## src/rtl/stripe_sensor_emulator.sv

```systemverilog
// Optical stripe sensor emulator: tracks pod position one stripe pitch per cycle and
// produces the registered stripe pulse, edge, index and overrun flag. Optional STRIPE_STRETCH_EN.
module stripe_sensor_emulator #(
  parameter int unsigned STRIPE_PITCH_MM  = 30480,
  parameter int unsigned STRIPE_WIDTH_MM  = 102,
  parameter int unsigned MIN_PULSE_CYCLES = 20
) (
  input  logic        clk_200khz,
  input  logic        rst_n,
  input  logic [31:0] position,
  output logic        stripe_out,
  output logic        stripe_edge,
  output logic [15:0] stripe_count,
  output logic        locked,
  output logic        overrun
);

  typedef enum logic [0:0] {StCatchup, StTrack} state_e;

  localparam logic [31:0] Pitch32 = 32'(STRIPE_PITCH_MM);
  localparam logic [32:0] Pitch33 = {1'b0, Pitch32};
  localparam logic [32:0] Pitch2  = {Pitch32, 1'b0};
  localparam logic [32:0] Width33 = 33'(STRIPE_WIDTH_MM);
  // Lowest base at which the 16-bit index is pinned at its saturated value.
  localparam logic [47:0] SatBase = 48'(STRIPE_PITCH_MM) * 48'hFFFF;

  state_e      state_q, state_d;
  logic [31:0] base_q, base_d;
  logic [15:0] k_q, k_d;
  logic        stripe_q, stripe_d;
  logic        edge_q, edge_d;
  logic        overrun_q, overrun_d;

  logic [32:0] pos33, base33;
  logic [32:0] fwd_lim, fwd2_lim, back_lim, stripe_lim;
  logic        has_prev, ge_fwd, ge_fwd2, lt_back, lt_base;
  logic        step_fwd, step_back, raw;

  // 33-bit sums so a base near 2^32 never wraps below the position.
  assign pos33      = {1'b0, position};
  assign base33     = {1'b0, base_q};
  assign fwd_lim    = base33 + Pitch33;
  assign fwd2_lim   = base33 + Pitch2;
  assign back_lim   = base33 - Pitch33;
  assign stripe_lim = base33 + Width33;

  assign has_prev = (base33 >= Pitch33);
  assign ge_fwd   = (pos33 >= fwd_lim);
  assign ge_fwd2  = (pos33 >= fwd2_lim);
  assign lt_back  = has_prev && (pos33 < back_lim);
  assign lt_base  = has_prev && (pos33 < base33);

  always_comb begin
    state_d   = state_q;
    overrun_d = overrun_q;
    step_fwd  = 1'b0;
    step_back = 1'b0;
    raw       = 1'b0;
    unique case (state_q)
      StCatchup: begin
        if (ge_fwd) begin
          step_fwd = 1'b1;
        end else begin
          state_d = StTrack;
        end
      end
      StTrack: begin
        raw = (pos33 >= base33) && (pos33 < stripe_lim);
        if (ge_fwd2) begin
          overrun_d = 1'b1;
          step_fwd  = 1'b1;
        end else if (ge_fwd) begin
          step_fwd = 1'b1;
        end else if (lt_back) begin
          overrun_d = 1'b1;
          step_back = 1'b1;
        end else if (lt_base) begin
          step_back = 1'b1;
        end
      end
      default: state_d = StCatchup;
    endcase
  end

  always_comb begin
    base_d = base_q;
    k_d    = k_q;
    if (step_fwd) begin
      base_d = base_q + Pitch32;
      k_d    = (k_q == 16'hFFFF) ? k_q : k_q + 16'd1;
    end else if (step_back) begin
      base_d = base_q - Pitch32;
      // Index stays pinned until base drops back under the saturation point.
      k_d    = ({16'b0, base_d} >= SatBase) ? 16'hFFFF : k_q - 16'd1;
    end
  end

`ifdef STRIPE_STRETCH_EN
  localparam int unsigned CntW = (MIN_PULSE_CYCLES > 1) ? $clog2(MIN_PULSE_CYCLES) : 1;
  localparam logic [CntW-1:0] CntLoad =
    CntW'((MIN_PULSE_CYCLES > 0) ? MIN_PULSE_CYCLES - 1 : 0);

  logic [CntW-1:0] stretch_q, stretch_d;

  always_comb begin
    stretch_d = stretch_q;
    stripe_d  = raw;
    if (stripe_q && (stretch_q != '0)) begin
      stripe_d  = 1'b1;
      stretch_d = stretch_q - 1'b1;
    end else if (!stripe_q && raw) begin
      stretch_d = CntLoad;
    end
  end

  always_ff @(posedge clk_200khz or negedge rst_n) begin
    if (!rst_n) begin
      stretch_q <= '0;
    end else begin
      stretch_q <= stretch_d;
    end
  end
`else
  assign stripe_d = raw;
`endif

  assign edge_d = stripe_d & ~stripe_q;

  always_ff @(posedge clk_200khz or negedge rst_n) begin
    if (!rst_n) begin
      state_q   <= StCatchup;
      base_q    <= '0;
      k_q       <= '0;
      stripe_q  <= 1'b0;
      edge_q    <= 1'b0;
      overrun_q <= 1'b0;
    end else begin
      state_q   <= state_d;
      base_q    <= base_d;
      k_q       <= k_d;
      stripe_q  <= stripe_d;
      edge_q    <= edge_d;
      overrun_q <= overrun_d;
    end
  end

  assign stripe_out   = stripe_q;
  assign stripe_edge  = edge_q;
  assign stripe_count = k_q;
  assign locked       = (state_q == StTrack);
  assign overrun      = overrun_q;

endmodule

```

## config.mk

```make
export PLATFORM = sky130hd
export DESIGN_NAME = stripe_sensor_emulator
export DESIGN_NICKNAME = d
export VERILOG_FILES = /design/src/rtl/stripe_sensor_emulator.sv
export SDC_FILE = /design/constraint.sdc
export NUM_CORES = 1
export LEC_CHECK = 0
export CAP_MARGIN = 20
export CORE_UTILIZATION = 45
export DETAILED_ROUTE_END_ITERATION = 12
export PLACE_DENSITY_LB_ADDON = 0.1
export SLEW_MARGIN = 20
export SYNTH_ARGS = -nofsm -noshare
export SYNTH_HDL_FRONTEND = slang
export SYNTH_SLANG_ARGS = --single-unit
export TNS_END_PERCENT = 5
```

## constraint.sdc

```tcl
create_clock -name clk_200khz -period 6.4 [get_ports clk_200khz]
set_clock_uncertainty 0.1 [all_clocks]
set_input_delay 0.64 -clock clk_200khz [delete_from_list [all_inputs] [get_ports clk_200khz]]
set_output_delay 0.64 -clock clk_200khz [all_outputs]
set_load 0.05 [all_outputs]
```

==> Yosys cells after proc, flatten, opt, wreduce, memory -nomap -nowiden <==
Index checks and enable logic that the tools add are counted.
{ "totals": {"ff_bits": 52, "in_bits": 34, "out_inout_bits": 20, "word_cells": 55} }
{ "classes": {"add_sub_neg": 8, "n_lt_le_gt_ge": 8, "eq_ne": 3, "n_mux": 20, "n_bitwise": 3, "n_reduce_logical": 7} }
{ "ops": {"columns": ["operator", "count"], "rows": [
  ["$ge 32x33->1", 2],
  ["$lt 32x33->1", 2],
  ["$mux 16", 4],
  ["$mux 32", 2],
  ["$add 32x15->33 const B", 1],
  ["$add 32x16->33 const B", 1],
  ["$add 32x7->33 const B", 1],
  ["$sub 32x15->33 const B", 1],
  ["$add 32x15->32 const B", 1],
  ["$ge 32x15->1 const B", 1],
  ["$ge 32x31->1 const B", 1],
  ["$ge 32x32->1", 1],
  ["$lt 32x32->1", 1],
  ["$sub 32x15->32 const B", 1],
  ["$add 16x1->16 const B", 1],
  ["$eq 16x16->1 const B", 1],
  ["$sub 16x1->16 const B", 1],
  ["$mux 1", 13],
  ["$reduce_bool 2->1", 2],
  ["$logic_and 1x1->1", 3],
  ["$reduce_and 3->1", 1],
  ["$ne 2x1->1 const B", 1],
  ["$ne 2x2->1 const B", 1],
  ["$not 1->1", 2],
  ["other kinds (3)", 3]
]} }

==> Logic depth before layout (Yosys ltp) <==
Gate-level depths: netlist of run 1.
{ "depth": {"word_depth": 9, "ltp_mapped": 22, "depth_no_buf": 19} }

==> Least setup slack after synthesis of run 1 <==
Ideal clock, no wire load.
{ "synth_path": {"path_kind": "register to register", "startpoint": "reg base_q[5]", "endpoint": "reg k_q[13], in the netlist stripe_count[13]", "setup_ps": 143, "t_arrival_ps": 4195, "t_required_ps": 6157, "path_slack_ps": 1961, "stages_incl_launch_ff": 21, "n_path_buf": 3, "period_less_slack_ps": 4439, "cell_sequence": "dfrtp_1 > ha_1 > a31oi_1 > nand2_1 > a21oi_1 > and2_1 > clkbuf_1 > nor4_1 > xnor2_1 > ha_1 > nand4_1 > nor4_1 > o21ai_0 > a211o_1 > and4_1 > o21ai_0 > buf_2 > nand2_1 > buf_2 > nand3_1 > o211ai_1"} }
{ "synth_via": {"elab_chain_cells": 9, "word_cells_on_any_way": 26, "cone_classes": "add/sub: 4; order compare: 6; eq/ne: 1; mux: 11; reduce/logical: 4"} }
{ "synth_lines": {"columns": ["element", "line_no", "source"], "rows": [
  ["start: declaration", "28", "logic [31:0] base_q, base_d;"],
  ["start signal: assignment", "139", "base_q <= base_d;"],
  ["$sub 32x15->33, or another cell as far along", "44", "assign back_lim = base33 - Pitch33;"],
  ["$lt 32x33->1 or $logic_and 1x1->1 (tied branches)", "50, 51", null],
  ["$logic_and 1x1->1 or $mux 1 (tied branches)", "50, 77", null],
  ["$mux 1", "74", "end else if (lt_back) begin"],
  ["$mux 1", "72", "end else if (ge_fwd) begin"],
  ["$mux 1", "69", "if (ge_fwd2) begin"],
  ["$mux 1", "59", "unique case (state_q)"],
  ["$reduce_bool 2->1 (no source line)", null, null],
  ["$reduce_and 2->1 (no source line)", null, null],
  ["end signal: assignment", "140", "k_q <= k_d;"],
  ["end: declaration", "29", "logic [15:0] k_q, k_d;"]
]} }
Parallel ways exist; a longest one is shown, timed or not. The select of a mux whose other input is x is not followed.
A chain may end at the register's enable or synchronous reset.

==> Final worst setup path of run 1 <==
{ "layout_path": {"startpoint": "reg base_q[7]", "endpoint": "reg k_q[9], in the netlist stripe_count[9]"} }
The elaborated chain is that of the path after synthesis.

==> impl_results.md, run 1 <==
- #FFs+latches synth: 48
- FF-to-FF Start: base_q[7]
- Commonest non-fill, non-tap cell in the layout: ha_1
- Post-synth top area share: 21.6%
- Insertion delay to the later sink of the worst-skew pair: a little over 0.3 ns
- GR peak layer: met2
- FF-to-FF path depth: 18
- Post-Route WL: around 28000 um
- Die W: around 140 um
- Hold Crit Depth: 1
- Most frequent cells in the layout: 144 x ha_1, 109 x xnor2_1, 79 x nor2_1
- Post-CTS Setup Bufs: 0
- Chip height: approximately 140 um
- Port Buffers: 53
- Layout area overhead: 9.69%
- Max VDD drop: 257 uV
- Via density: roughly 6.3
- Post-synthesis xor/xnor area fraction: between 10% and 20%
- DIE AREA: 0.0191 mm^2
- Net Count, Synth: 1240
- Initial core utilization: approximately 46%
- Hold Path Class: register to register
- Final Critical Period: roughly 5.9 ns
- RePlAce Congestion: around 0.95
- Crit path kind: register to register
- GR Layer Usage met2: a little under half
- Avg Cell Area, Syn: roughly 7.9 um^2
- Global-route wire length before repair: 44700 um
- Largest family of logic cells by synthesized area: compound AO/OA/AOI/OAI gates
- Final Hold Violating Endpoints: 0
- Register area share after synthesis: 14.4%
- Number of global-route vias before repair: just under 8k
- Failing checks: DRC
- Number of CTS-inserted buffers: 5
- Netlist Area Pre-Place: 0.00834 mm^2
- Grt met3 use: ~4.3%
- Worst Path Arrival: about 6.0 ns
- Flop-to-flop setup slack: 0.50 ns
- Initial drt markers: 671
- Largest net degree at the start of global routing: 49
- Rows: 49
- Post-synth EDFFs: 0
- Pins Over Slew Limit: 0
- CTS Buffer Depth: 2
- Num Clock Sinks: 48
- Routed len/inst: between 20 and 25 um
- Clock-pin transition on the worst setup and hold timing paths: 0.07 ns
- Design Area, Final: 0.00915 mm^2
- Worst-Margin Slew: just under 1 ns
- CTS tree: built
- Worst slew margin: roughly 34%
- Met1 usage: approximately two fifths
- Layout cell share with drive strength beyond 1: 6.42%
- Top FF cell, synth: dfrtp_1
- DR vias: ~8.3k
- Routed Antenna Nets: 0
- Hold buffers post-CTS: 0
- Status: complete, but fails checks
- Hold Worst Slack: ~0.34 ns
- Post-Synth Simple-Gate Area: between 20% and 30%
- Adder-Cell Fraction of Synth Area: roughly 22%
- Setup TNS: 0 ns
- Syn. warnings: 0
- Final #Nets: around 1.3k
- Crit end category: register
- LEAKAGE: approximately 3.8 nW
- Crit Path Max Fanout: 22
- Crit path launch type: register
- Residual DRC count: 8
- R2R Path End: stripe_count[9]
- Hold wc startpoint: stripe_out
- Post-CTS sizing: 0
- Pwr dens: slightly below 500 mW/mm^2
- Post-synth ARST share: between 90% and 100%
- Unrepaired setup endpoints after global routing: false
- H-tree depth: 2
- Final HPWL from detailed placement: about 22000 um
- Critical Path RT: roughly 6.5 ns
- Drt pass-1 iters: 9
- Max cap viols: 0
- Max Fclk: approximately 0.17 GHz
- Synth Area in Compound Gates: 23.4%
- Post-synthesis mux area share: 0%
- Synth area leaders: ha_1 22%, dfrtp_1 14%, xnor2_1 11%
- Ports: 54
- Placed inst area: 0.00900 mm^2
- Final cell utilization of the core: 50.6%
- # diodes: 0
- Final setup violation count: 0
- Synth area leader: ha_1
- Gate Count Post-Synth: 1062
- Hold path endpoint: stripe_edge
- Post-synth cell types: around 80
- Overflow left after global routing: 0
- GRT Resource Usage Total: a little under a third
- Period Utilization, post-route: between 90% and 100%
- Placeable Area: 0.0181 mm^2
- Initial antenna violation count: 0
- Root Buffer: clkbuf_16
[flip-flops by register name (all words and copies together), names as in the netlist]
name          count
base_q           28
stripe_count     16
locked            1
overrun           1
stripe_edge       1
stripe_out        1
[critical path, cell delays in order, from the launching register on]
cell and delay (ns):
dfrtp_1 0.87, a311oi_2 0.31, a21oi_2 0.35, o21ai_2 0.21, or3_1 0.60, nor2_1 0.25
xnor2_1 0.10, ha_1 0.32, nand4_1 0.13, nor4_1 0.50, o21ai_0 0.16, a211o_1 0.25
and4_1 0.25, o21ai_4 0.39, buf_4 0.31, and2_1 0.17, nor2_1 0.04, buf_4 0.24
o211ai_1 0.23
[how the worst max path moves through the flow]
stage | start | to | depth (start not counted)
3_3_place_gp | base_q[7] | stripe_count[2] | 18
6_report | base_q[7] | stripe_count[9] | 18
5_1_grt | base_q[7] | stripe_count[2] | 18
2_1_floorplan | base_q[5] | stripe_count[13] | 20
3_5_place_dp | base_q[7] | stripe_count[9] | 18
4_1_cts | base_q[7] | stripe_count[9] | 18
[area by class of cell]
class / instances / area, um^2
inverter: 55 / 206
multi-input combinational: 911 / 6660
clock inverter: 1 / 7.51
clock buffer: 7 / 143
sequential: 48 / 1200
timing repair buffer: 69 / 646
tap: 229 / 287
fill: 1837 / 8930
[cells in the mapped netlist (19+ instances only)]
master and instances:
nor3_1 31, xnor2_1 109, o211ai_1 19, dfrtp_1 48, inv_1 42, nand4_1 26, nor2_1 79, a21oi_1 72
nand3_1 54, nand2_1 78, o21ai_0 53, ha_1 144
[stage by stage]
stage,cells,power [mW],worst slack (ns)
floorplan,1062,3.25,1.96
detailed placement,1312,4.16,0.636
CTS,1320,4.48,0.614
finish,1320,4.52,0.497
global placement,1312,4.14,0.725
global route,1320,4.94,0.0218
[power by group]
group | leakage (nW) | total, mW | internal [mW] | switching [mW]
sequential | 0.509 | 0.784 | 0.426 | 0.357
combinational | 3.20 | 3.44 | 1.37 | 2.07
clock | 0.0701 | 0.299 | 0.157 | 0.142
total | 3.78 | 4.52 | 1.95 | 2.57
[logic make-up (layout without fill, tap and decap cells)]
logic type	count (synthesis)	in the layout
xor gates and xnor gates	110	110
adders and majority gates	144	144
AOI/OAI and AO/OA	284	284
DFF	48	48
and+or+nand+nor	373	373
buffers and inverters	103	132
[layer usage]
metal	vias to the layer above	wire length [um]	share of wire, %
li1	3996	-	-
met1	3986	13000	46
met2	287	12700	45
met3	53	1650	5.8
met4	0	1060	3.7
met5	-	0	0
Note: power is estimated with default switching activity, not from simulation.
==> inputs of run 2 (changes only) <==
--- a/config.mk
+++ b/config.mk
@@ -5,6 +5,7 @@
 export SDC_FILE = /design/constraint.sdc
 export NUM_CORES = 1
 export LEC_CHECK = 0
+export ABC_AREA = 1
 export CAP_MARGIN = 20
 export CORE_UTILIZATION = 45
 export DETAILED_ROUTE_END_ITERATION = 12
==> impl_results.md, run 2 <==
- Status: finished, final reports clean
- Crit path launch type: register
- Die W: approximately 140 um
- GRT Resource Usage Total: between 20% and 30%
- Top reg by flops: base_q
- Initial core utilization: 46.1%
- Net Count, Synth: between 1.5k and 2k
- Fill count: 2125
- Unrepaired setup endpoints after global routing: false
- Post-Route WL: a little under 30000 um
- Pwr dens: about 480 mW/mm^2
- Largest family of logic cells by synthesized area: simple AND/OR/NAND/NOR gates
- Final HPWL from detailed placement: 23800 um
- Worst slack, placed: 1.38 ns
- Crit end category: register
- Synth area leader: ha_1
- Register area share after synthesis: about an eighth
- Critical Path RT: roughly 6.5 ns
- Chip height: about 140 um
- Global-route wire length before repair: around 46000 um
- Max cap viols: 0
- Hold Path Class: register to register
- Period Utilization, post-route: 78.3%
- Crit-path most repeated cell: nand2_1
- Num Clock Sinks: 48
- Layout cell share with drive strength beyond 1: between 5 and 6%
- Crit path kind: register to register
- Commonest non-fill, non-tap cell in the layout: nand2_1
- Largest net degree at the start of global routing: 54
- Post-synth cell types: 54
- Number of global-route vias before repair: approximately 8.6k
- Net Sw Frac: approximately 60%
- Root Buffer: clkbuf_16
- Initial antenna violation count: 0
- Number of CTS-inserted buffers: 5
- Post-synthesis mux area share: 0%
- Drt pass-1 iters: 5
- Residual DRC count: 0
- Ports: 54
- Synth Area in Compound Gates: 9.57%
- Final WS setup: ~1.4 ns
- Worst slew margin: 39.9%
- Final setup violation count: 0
- Synth area leaders: ha_1 20%, nand2_1 16%, dfrtp_1 13%
- Synth top cells by count: 384 x nand2_1, 147 x inv_1, 144 x ha_1
- Port Buffers: 53
- Pins Over Slew Limit: 0
- Register share of total power: between 15 and 20%
- Post-Synth Simple-Gate Area: a little under two fifths
- Syn. warnings: 0
- Worst Path Arrival: roughly 5 ns
- Setup TNS: 0 ns
- Final Critical Period: 5.01 ns
- Placed cell count: 1672
- Rows: between 50 and 60
- Most frequent cells in the layout: 384 x nand2_1, 147 x inv_1, 144 x ha_1
- Post-synth ARST share: 100%
- Routed Antenna Nets: 0
- Gate Count Post-Synth: roughly 1.4k
- Post-synth top area share: between 10% and 20%
- Final #Nets: approximately 1.6k
- H-tree depth: 2
- Max VDD drop: around 230 uV
- Psw: 2.81 mW
- Overflow left after global routing: 0
- Clock network power share: under 10%
- Final Hold Violating Endpoints: 0
- Logic pwr share: between 70 and 80%
- Internal power: roughly 1.9 mW
- Top-count cell post-synth: nand2_1
- CTS Buffer Depth: 2
- Adder-Cell Fraction of Synth Area: approximately 20%
- Netlist Area Pre-Place: ~0.0090 mm^2
- # diodes: 0
- LEAKAGE: 4.91 nW
- CP max-delay cell: inv_2
- Insertion delay to the later sink of the worst-skew pair: between 0.2 and 0.3 ns
- Max Fclk: 0.200 GHz
- RePlAce Congestion: roughly 0.95
- Initial drt markers: between 600 and 700
- Clock-pin transition on the worst setup and hold timing paths: roughly 0.07 ns
- Crit Path Max Fanout: 49
- Critical Path Max Stage Delay: about 0.72 ns
- Avg Cell Area, Syn: ~6.5 um^2
- Routed len/inst: around 17 um
- Post-synth EDFFs: 0
- Worst-Margin Slew: 0.901 ns
- DIE AREA: 0.0207 mm^2
- #FFs+latches synth: 48
- Placeable Area: 0.0196 mm^2
- Hold buffers post-CTS: 0
- Post-synthesis xor/xnor area fraction: under 10%
- Final cell count without fillers: 1680
- CTS tree: built
- Hold Worst Slack: 0.333 ns
- DR vias: roughly 9.1k
- Top FF cell, synth: dfrtp_1
- Post-CTS Setup Bufs: 0
- Post-CTS sizing: 0
- Via density: between 5 and 6
- Layout area overhead: 8.18%
- Max FFs per register: 28
-- run 2: changes by cell type after synthesis, moves of 16 or more --
cell      before  now
inv_1         42  147
nand2_1       78  384
o211ai_1      19    2
a21o_1        17    1
xor2_1         1   89
nor2_1        79  128
nand3_1       54  111
xnor2_1      109    3
-- run 2: worst max-delay path, delay by kind of cell, from the launching register on --
| kind | cells | cell delay [ns] |
|---|---|---|
| xor gates and xnor gates | 1 | 0.33 |
| buffers and inverters | 4 | 1.02 |
| AOI/OAI and AO/OA | 1 | 0.29 |
| and+or+nand+nor | 17 | 2.08 |
| DFF | 1 | 0.48 |
| adders and majority gates | 2 | 0.58 |
-- run 2: worst paths after layout --
check,start,slack (ns),cells after the start,to
setup / recovery,base_q[6],1.39,25,base_q[29]
hold / removal,stripe_out,0.33,1,stripe_edge
setup reg to reg,base_q[6],1.39,25,base_q[29]
hold reg to reg,stripe_out,0.33,1,stripe_edge
max in group asynchronous,rst_n,5.41,2,base_q[12]
min in group asynchronous,rst_n,0.35,2,base_q[27]
-- run 2: kinds of logic after synthesis --
kind of cell | after synthesis
AO/OA/AOI/OAI | 152
buffers and inverters | 214
XOR/XNOR | 98
AND/OR/NAND/NOR | 745
flip-flops | 48
adder cells (fa/ha/maj) | 144
-- run 2: stage by stage --
stage,util [%],power [mW],instance area [um^2]
CTS,49.9,4.69,9780
detailed placement,49.1,4.35,9610
global placement,49.1,4.31,9610
floorplan,-,3.46,9040
global route,49.9,5.25,9780
finish,49.9,4.69,9780
-- run 2: layout make-up --
cell class	instances	area, um^2	area share [%]
well taps	265	332	3.39
clock inverters	3	42.5	0.435
multi-input cells	1139	6910	70.7
repair buffers	56	548	5.60
clock buffers	5	125	1.28
inverters	164	618	6.32
flip-flops and latches	48	1200	12.3
-- run 2: per-layer routing --
layer | wire length [um] | vias to the layer above | global-route usage [%]
met3 | 1210 | 43 | 3.20
met2 | 13500 | 216 | 50.0
met4 | 730 | 0 | 7.05
met5 | 0 | - | 0
li1 | - | 4609 | -
met1 | 13400 | 4189 | 38.2
-- run 2: power groups by stage --
stage	registers, mW	logic, mW	clock network, mW
6_report	0.742	3.65	0.304
2_1_floorplan	0.671	2.79	0
3_5_place_dp	0.742	3.61	0
5_1_grt	0.763	4.16	0.327
3_3_place_gp	0.743	3.57	0
4_1_cts	0.737	3.64	0.314
==> inputs of run 3 (changes only) <==
==> constraint.sdc (replaced) <==
create_clock -name clk_200khz -period 4.7 [get_ports clk_200khz]
set_clock_uncertainty 0.1 [all_clocks]
set_input_delay 0.47 -clock clk_200khz [delete_from_list [all_inputs] [get_ports clk_200khz]]
set_output_delay 0.47 -clock clk_200khz [all_outputs]
set_load 0.05 [all_outputs]
==> impl_results.md, run 3 (synthesis gave the netlist of run 2 again) <==
- Status: finished, final reports clean
- Clock network power share: roughly 5.5%
- Critical Path Max Stage Delay: around 0.46 ns
- Crit end category: register
- Worst Path Arrival: between 4 and 5 ns
- LEAKAGE: a little over 5 nW
- Num Clock Sinks: 48
- Worst-Margin Slew: approximately 0.70 ns
- Pins Over Slew Limit: 0
- DR vias: 9318
- Max Fclk: around 0.23 GHz
- Post-Route WL: 30100 um
- Residual DRC count: 0
- GRT Resource Usage Total: between 30% and 40%
- Crit path launch type: register
- Chip height: 144 um
- Crit-path most repeated cell: nand2_1
- # diodes: 0
- Clock-pin transition on the worst setup and hold timing paths: 0.07 ns
- Commonest non-fill, non-tap cell in the layout: nand2_1
- Placeable Area: ~0.020 mm^2
- Final WS setup: 0.315 ns
- Period Utilization, post-route: between 90% and 100%
- Setup TNS: 0 ns
- Final #Nets: ~1.6k
- Final Hold Violating Endpoints: 0
- Psw: slightly below 4 mW
- Most frequent cells in the layout: 384 x nand2_1, 147 x inv_1, 144 x ha_1
- CP max-delay cell: dfrtp_1
- FF-to-FF Start: base_q[4]
- Initial antenna violation count: 0
- Final HPWL from detailed placement: 24600 um
- Root Buffer: clkbuf_16
- Largest net degree at the start of global routing: 50
- Die W: approximately 140 um
- Critical Path RT: between 4 and 5 ns
- Register area: roughly 0.0012 mm^2
- Insertion delay to the later sink of the worst-skew pair: approximately 0.3 ns
- Layout cell share with drive strength beyond 1: 7.83%
- Global-route wire length before repair: ~47000 um
- Routed Antenna Nets: 0
- Routed len/inst: about 18 um
- Max cap viols: 0
- H-tree depth: 2
- Internal power: 2.65 mW
- Post-CTS Setup Bufs: 0
- CTS Buffer Depth: 2
- Rows: 51
- DIE AREA: between 0.02 and 0.025 mm^2
- Placed inst area: between 0.009 and 0.01 mm^2
- Hold Path Class: primary input to asynchronous set/reset pin
- Design Area, Final: about 0.01 mm^2
- Worst slack, placed: between 0.15 and 0.2 ns
- CTS tree: built
- Layout area overhead: 10.6%
- Via density: 5.46
- Crit Path Max Fanout: 20
- Initial core utilization: 46.1%
- Crit path kind: register to register
- Top reg by flops: base_q
- Max VDD drop: between 300 and 400 uV
- Unrepaired setup endpoints after global routing: false
- CP startpoint: base_q[4]
- Placed cell count: approximately 1.7k
- Net Sw Frac: about 60%
- Max FFs per register: 28
- Logic pwr share: 81.3%
- Register share of total power: a little over an eighth
- Number of global-route vias before repair: between 8k and 9k
- Number of CTS-inserted buffers: 5
- RePlAce Congestion: roughly 0.97
- Area of the multi-input gates: 0.00693 mm^2
- Initial drt markers: about 710
- Final Critical Period: approximately 4.4 ns
- Drt pass-1 iters: 6
- Port Buffers: 53
- Final setup violation count: 0
- Worst slew margin: 53.1%
- Pwr dens: roughly 660 mW/mm^2
- Final cell count without fillers: about 1.7k
- Fill count: between 2k and 2.5k
- Ports: 54
- Overflow left after global routing: 0
==> run 3: cell type report <==
class                   count  area share (%)
multi-input cells        1139            69.3
flip-flops and latches     48            12.0
repair buffers             85            7.79
inverters                 164            6.21
well taps                 265            3.32
clock buffers               6            1.29
clock inverters             1          0.0501
==> run 3: stage by stage <==
| stage | hold slack, ns | utilization (%) | total power, mW |
|---|---|---|---|
| 2_1_floorplan | 0.0744 | - | 4.71 |
| 3_3_place_gp | 0.331 | 50.2 | 6.05 |
| 3_5_place_dp | 0.331 | 50.2 | 6.11 |
| 4_1_cts | 0.232 | 50.9 | 6.51 |
| 5_1_grt | 0.259 | 51.0 | 7.29 |
| 6_report | 0.189 | 51.0 | 6.57 |
==> run 3: final timing paths <==
check,endpoint,slack (ns),depth (start not counted)
min in group clk_200khz,stripe_edge,0.34,1
max reg2reg,base_q[7],0.32,27
max in group asynchronous,base_q[10],3.82,2
min,stripe_edge,0.19,2
max,base_q[7],0.32,27
min reg2reg,stripe_edge,0.34,1
==> run 3: metal layers <==
metal | GRT usage [%] | up-vias | wire, um
met3 | 2.57 | 75 | 1560
met5 | 0 | - | 0
met2 | 50.0 | 329 | 13600
met4 | 11.2 | 0 | 1210
met1 | 40.1 | 4244 | 13700
li1 | - | 4670 | -
==> run 3: power groups by stage <==
| stage | Combinational, mW | Sequential, mW | Clock (mW) |
|---|---|---|---|
| floorplan | 3.80 | 0.914 | 0 |
| global placement | 5.18 | 0.866 | 0 |
| detailed placement | 5.25 | 0.866 | 0 |
| CTS | 5.28 | 0.860 | 0.373 |
| global route | 6.01 | 0.891 | 0.387 |
| finish | 5.34 | 0.865 | 0.364 |
==> run 3: worst max-delay path, delay by kind of cell, from the launching register on <==
family	cells	cell delay [ns]
AO/OA/AOI/OAI	2	0.22
XOR/XNOR	1	0.30
adder cells (fa/ha/maj)	2	0.54
buffers and inverters	6	0.67
flip-flops	1	0.46
AND/OR/NAND/NOR	16	1.97
==> run 3: repair_timing <==
| action | CTS | global route |
|---|---|---|
| resized for setup | 0 | 9 |
| endpoints found under the setup margin | 0 | 44 |
| hold buffers | 0 | 0 |
